===== src/rtl/mult_pkg.sv =====
// Shared definitions for the shift-add multiplier control unit.
//   mult_state_e : sequencer states
//   MULT_WIDTH   : default operand width
//   cnt_width()  : iteration counter width for a given operand width
package mult_pkg;

  localparam int unsigned MULT_WIDTH = 8;

  typedef enum logic [2:0] {
    IDLE  = 3'd0,
    CLEAR = 3'd1,
    ADD   = 3'd2,
    SHIFT = 3'd3,
    HOLD  = 3'd4
  } mult_state_e;

  // One spare bit so the counter can step past WIDTH-1 without wrapping.
  function automatic int unsigned cnt_width(input int unsigned width);
    return $clog2(width) + 1;
  endfunction

endpackage


===== src/rtl/iter_counter.sv =====
// Iteration counter for the shift-add multiplier.
//   clk_i   : clock
//   rst_ni  : asynchronous active-low reset, count returns to 0
//   clr_i   : synchronous clear to 0 (wins over inc_i)
//   inc_i   : increment by one
//   last_o  : count equals Width-1 (final iteration)
module iter_counter
  import mult_pkg::*;
#(
  parameter int unsigned Width = MULT_WIDTH,
  parameter int unsigned CntW  = cnt_width(Width)
) (
  input  logic clk_i,
  input  logic rst_ni,
  input  logic clr_i,
  input  logic inc_i,
  output logic last_o
);

  localparam logic [CntW-1:0] LastCnt = CntW'(Width - 1);

  logic [CntW-1:0] count_q, count_d;

  always_comb begin
    count_d = count_q;
    if (clr_i) begin
      count_d = '0;
    end else if (inc_i) begin
      count_d = count_q + CntW'(1);
    end
  end

  always_ff @(posedge clk_i or negedge rst_ni) begin
    if (!rst_ni) begin
      count_q <= '0;
    end else begin
      count_q <= count_d;
    end
  end

  assign last_o = (count_q == LastCnt);

endmodule


===== src/rtl/mult_ctrl.sv =====
// Control FSM for the lab2 shift-add multiplier datapath.
// Sequences CLEAR, then WIDTH ADD/SHIFT pairs, then HOLD until Run drops.
//   Clk, Reset_n      : clock, asynchronous active-low reset
//   Run               : start request (level, synchronized)
//   ClearA_LoadB      : clear A/X and load B while idle (level, synchronized)
//   M                 : current LSB of B
//   Clr_A, Ld_B, Add, Sub, Shift_En : datapath controls
//   Busy, Done        : sequence in progress / result valid in A:B
// Optional build macro MULT_CTRL_SIGNED_EN: the final iteration subtracts
// (Sub) instead of adding, giving a two's-complement product.
module mult_ctrl
  import mult_pkg::*;
#(
  parameter int unsigned WIDTH = MULT_WIDTH
) (
  input  logic Clk,
  input  logic Reset_n,
  input  logic Run,
  input  logic ClearA_LoadB,
  input  logic M,
  output logic Clr_A,
  output logic Ld_B,
  output logic Add,
  output logic Sub,
  output logic Shift_En,
  output logic Busy,
  output logic Done
);

  mult_state_e state_q, state_d;
  // Low for the first cycle after reset release so every output stays 0.
  logic armed_q, armed_d;

  logic cnt_clr;
  logic cnt_inc;
  logic cnt_last;

  iter_counter #(
    .Width(WIDTH)
  ) u_iter_counter (
    .clk_i (Clk),
    .rst_ni(Reset_n),
    .clr_i (cnt_clr),
    .inc_i (cnt_inc),
    .last_o(cnt_last)
  );

  always_comb begin
    state_d  = state_q;
    armed_d  = 1'b1;
    cnt_clr  = 1'b0;
    cnt_inc  = 1'b0;
    Clr_A    = 1'b0;
    Ld_B     = 1'b0;
    Add      = 1'b0;
    Sub      = 1'b0;
    Shift_En = 1'b0;
    Busy     = 1'b0;
    Done     = 1'b0;

    unique case (state_q)
      IDLE: begin
        if (armed_q) begin
          // Run takes priority: no load pulse on the start cycle.
          if (Run) begin
            state_d = CLEAR;
          end else begin
            Clr_A = ClearA_LoadB;
            Ld_B  = ClearA_LoadB;
          end
        end
      end
      CLEAR: begin
        Clr_A   = 1'b1;
        Busy    = 1'b1;
        cnt_clr = 1'b1;
        state_d = ADD;
      end
      ADD: begin
        Busy    = 1'b1;
`ifdef MULT_CTRL_SIGNED_EN
        // Final bit of B carries negative weight.
        Add     = M & ~cnt_last;
        Sub     = M & cnt_last;
`else
        Add     = M;
`endif
        state_d = SHIFT;
      end
      SHIFT: begin
        Shift_En = 1'b1;
        Busy     = 1'b1;
        cnt_inc  = 1'b1;
        state_d  = cnt_last ? HOLD : ADD;
      end
      HOLD: begin
        Done = 1'b1;
        if (!Run) begin
          state_d = IDLE;
        end
      end
      default: begin
        state_d = IDLE;
      end
    endcase
  end

  always_ff @(posedge Clk or negedge Reset_n) begin
    if (!Reset_n) begin
      state_q <= IDLE;
      armed_q <= 1'b0;
    end else begin
      state_q <= state_d;
      armed_q <= armed_d;
    end
  end

endmodule

===== config.mk =====
export PLATFORM = sky130hd
export DESIGN_NAME = mult_ctrl
export DESIGN_NICKNAME = d
export VERILOG_FILES = /design/src/rtl/mult_pkg.sv /design/src/rtl/iter_counter.sv /design/src/rtl/mult_ctrl.sv
export SDC_FILE = /design/constraint.sdc
export NUM_CORES = 1
export LEC_CHECK = 0
export CAP_MARGIN = 30
export CELL_PAD_IN_SITES_DETAIL_PLACEMENT = 1
export CELL_PAD_IN_SITES_GLOBAL_PLACEMENT = 1
export CORE_AREA = 4 4 41 43
export CTS_CLUSTER_DIAMETER = 120
export CTS_CLUSTER_SIZE = 20
export DETAILED_ROUTE_END_ITERATION = 16
export DIE_AREA = 0 0 45 47
export PLACE_DENSITY = 0.78
export SLEW_MARGIN = 20
export SYNTH_ARGS = -nofsm -noshare
export SYNTH_HDL_FRONTEND = slang
export SYNTH_HIERARCHICAL = 1
export SYNTH_SLANG_ARGS = --single-unit

===== constraint.sdc =====
create_clock -name Clk -period 3.6 [get_ports Clk]
set_input_delay 0.36 -clock Clk [delete_from_list [all_inputs] [get_ports Clk]]
set_output_delay 0.36 -clock Clk [all_outputs]
set_load 0.01 [all_outputs]

==> impl_results.md <==
* Synthesized cell area at 437 um2
* # clock sinks at 8
* P_leak at 0.236 nW
* Detailed Routing Iterations Pass 1 at 4
* Gr ovfl total at 0
* Least-Margin Pin Slew at 0.630 ns
* H-tree levels at 1
* Syn nets at 50
* P&R area growth vs syn at 26.9%
* Final hold violations at 0
* Met2 routed WL at 447 um
* Pwr Density at 820 nW/um2
* CTS max path bufs at 2
* Chip Width at 45 um
* Clk root buf: clkbuf_4
* Yosys cell types at 25
* Final setup margin at 1.42 ns
* Max_cap viols at 0
* Syn_area_per_cell at 9.92 um2
* Setup violations, final at 0
* DRC violations left at 0
* Status: completed
* Synth area leaders: dfrtp_1 46%, nor2_1 5.2%, nor3_1 4.6%
* Routed wl met3 at 63 um
* Via count at 346
* Boundary Pins at 12
* Mapped Cells at 44
* Vias per cell at 5.01
* CP peak stage delay at 0.59 ns
* Hold Path Class: in -> async
* Critical path peak fanout at 8
* Worst path top cell family by delay: buffers and inverters
* Layout cell share with drive strength beyond 1 at 0.130
* Most numerous cell in the Yosys netlist: dfrtp_1
* Critical Path End Type: output pin
* Wire per inst at 13.9 um
* Cell taking the most area after synthesis: dfrtp_1
* Top cells by count, synth: 8 x dfrtp_1, 6 x nor2_1, 4 x nor3_1
* First-pass GRT wire length at 1.64 mm
* Yosys warns at 6
* M1 wire length at 445 um
* GRT Resource Usage Total at 0.114
* Ys flop type: dfrtp_1
* Gpl congestion at 0.724
* Synth async-reset ratio at 1.00
* P_int at 0.279 mW
* Sw Share at 0.386
* WP data required at 3.24 ns
* Cell Rows at 13
* Clock Latency Late Sink at 0.25 ns
* Clock transition at the registers of the reported paths at 0.05 ns
* Top cell type's share of synthesized area at 0.458
* Post-CTS Hold Fix Bufs at 0
* DR top layer: met3
* Layout Utilization at 0.426
* Clk network pwr share at 0.150
* CP Data Arrival Time at 1.82 ns
* Clock Skew at 0.00230 ns
* Seq/Total Area, Yosys at 0.458
* Dpl hpwl at 715 um
* Crit path launch type: register
* Crit-path slowest cell: clkdlybuf4s50_1
* WHS at 0.379 ns
* Sequential Power Share at 0.392
* CP cell instances: nor2b_2 > and2_1 > clkdlybuf4s50_1
* Crit path kind: reg -> out
* RSZ-0062 raised after global routing: false
* Final-layout fill cell count at 155
* Die H at 47 um
* Post_cts resized at 0
* ANT cells at 0
* # port buffers at 10
* Worst slew margin relative to its limit at 0.577
* Yosys reg bits at 8
* Tmin final at 2.18 ns
* CTS tree: built
* Worst VDD drop at 0.366 mV
* Switching Power at 0.175 mW
* Post-CTS setup buffer count at 0
* Post-route design area at 554 um2
* Total wire length at 956 um
* Final Non-Filler Cells at 69
* Vias in the first global route at 364
* Pre-CTS setup slack at 1.44 ns
* Max Clk Rate at 459 MHz
* Logic gate share of total power at 0.458
* Largest net degree at the start of global routing at 11
* 1st-iter DRT viols at 5
* Detail Route Antenna Nets at 0
* Core area at 1300 um2
* Max Slew Vio Count at 0
* Setup Total Neg Slack at 0 ns
* EDFF count, synth at 0
* Final nets at 62
* Initial core utilization at 0.336
* Placed Instances at 66
* Initial antenna violation count at 0
* Final worst-path cycle share at 0.606
* CP bufs+invs at 1
* DP Area at 532 um2
* Die ar. at 2120 um2
* Total design power at 0.454 mW
* Total CTS buffers at 3
power by group through the flow:
| stage | combinational [mW] | sequential, mW | clock, mW |
|---|---|---|---|
| CTS | 0.211 | 0.178 | 0.0725 |
| finish | 0.208 | 0.178 | 0.0681 |
| detailed placement | 0.209 | 0.179 | 0 |
| global placement | 0.198 | 0.176 | 0 |
| floorplan | 0.159 | 0.153 | 0 |
| global route | 0.232 | 0.187 | 0.0808 |
cell families after synthesis:
kind of cell    Yosys count  share of synthesized area
simple gates             21                      0.269
flops                     8                      0.458
compound gates            5                     0.0860
buf+inv                   4                     0.0630
other cells               2                     0.0172
mux                       2                     0.0573
fa+ha+maj                 1                     0.0286
xor+xnor                  1                     0.0201
path summary, 6_finish.rpt:
check | from | to | slack [ns] | cells after the start
min | Reset_n | u_iter_counter/count_q[2] | 0.38 | 1
max reg2reg | state_q[0] | u_iter_counter/count_q[3] | 1.98 | 4
max in group asynchronous | Reset_n | u_iter_counter/count_q[1] | 2.96 | 1
min in group Clk | u_iter_counter/count_q[1] | u_iter_counter/count_q[1] | 0.55 | 2
min reg2reg | u_iter_counter/count_q[1] | u_iter_counter/count_q[1] | 0.55 | 2
max | state_q[0] | Shift_En | 1.42 | 3
per-layer routing:
metal,GRT usage,up-vias
met3,0.0613,0
met1,0.133,168
met5,0,-
met2,0.172,9
li1,-,169
met4,0.0526,0
final cells by class:
cell class | count | area [um2] | area share
timing repair buffer | 10 | 100 | 0.181
clock buffer | 3 | 22.5 | 0.0406
multi-input combinational | 32 | 209 | 0.377
inverter | 1 | 3.75 | 0.00677
tap | 15 | 18.8 | 0.0339
sequential | 8 | 200 | 0.361
cell usage in the layout, fill, tap and decap left out, drive strengths merged:
| master | instances |
|---|---|
| inv | 1 |
| nor4 | 1 |
| a21bo | 1 |
| a32o | 1 |
| nand4 | 1 |
| clkdlybuf4s50 | 10 |
| nor3 | 4 |
| nor2 | 6 |
| conb | 2 |
| a211oi | 1 |
| dfrtp | 8 |
| nand3b | 2 |
| a21oi | 2 |
| and2 | 1 |
| and3 | 1 |
| xnor2 | 1 |
| nor2b | 2 |
| mux2 | 1 |
| ha | 1 |
| nor3b | 1 |
| clkbuf | 3 |
| nand2 | 2 |
| mux2i | 1 |
state kept, by name, indices dropped and copies added, names as in the netlist:
| name | count |
|---|---|
| armed_q | 1 |
| state_q | 3 |
| u_iter_counter/count_q | 4 |
(Power assumes the default switching activity.)
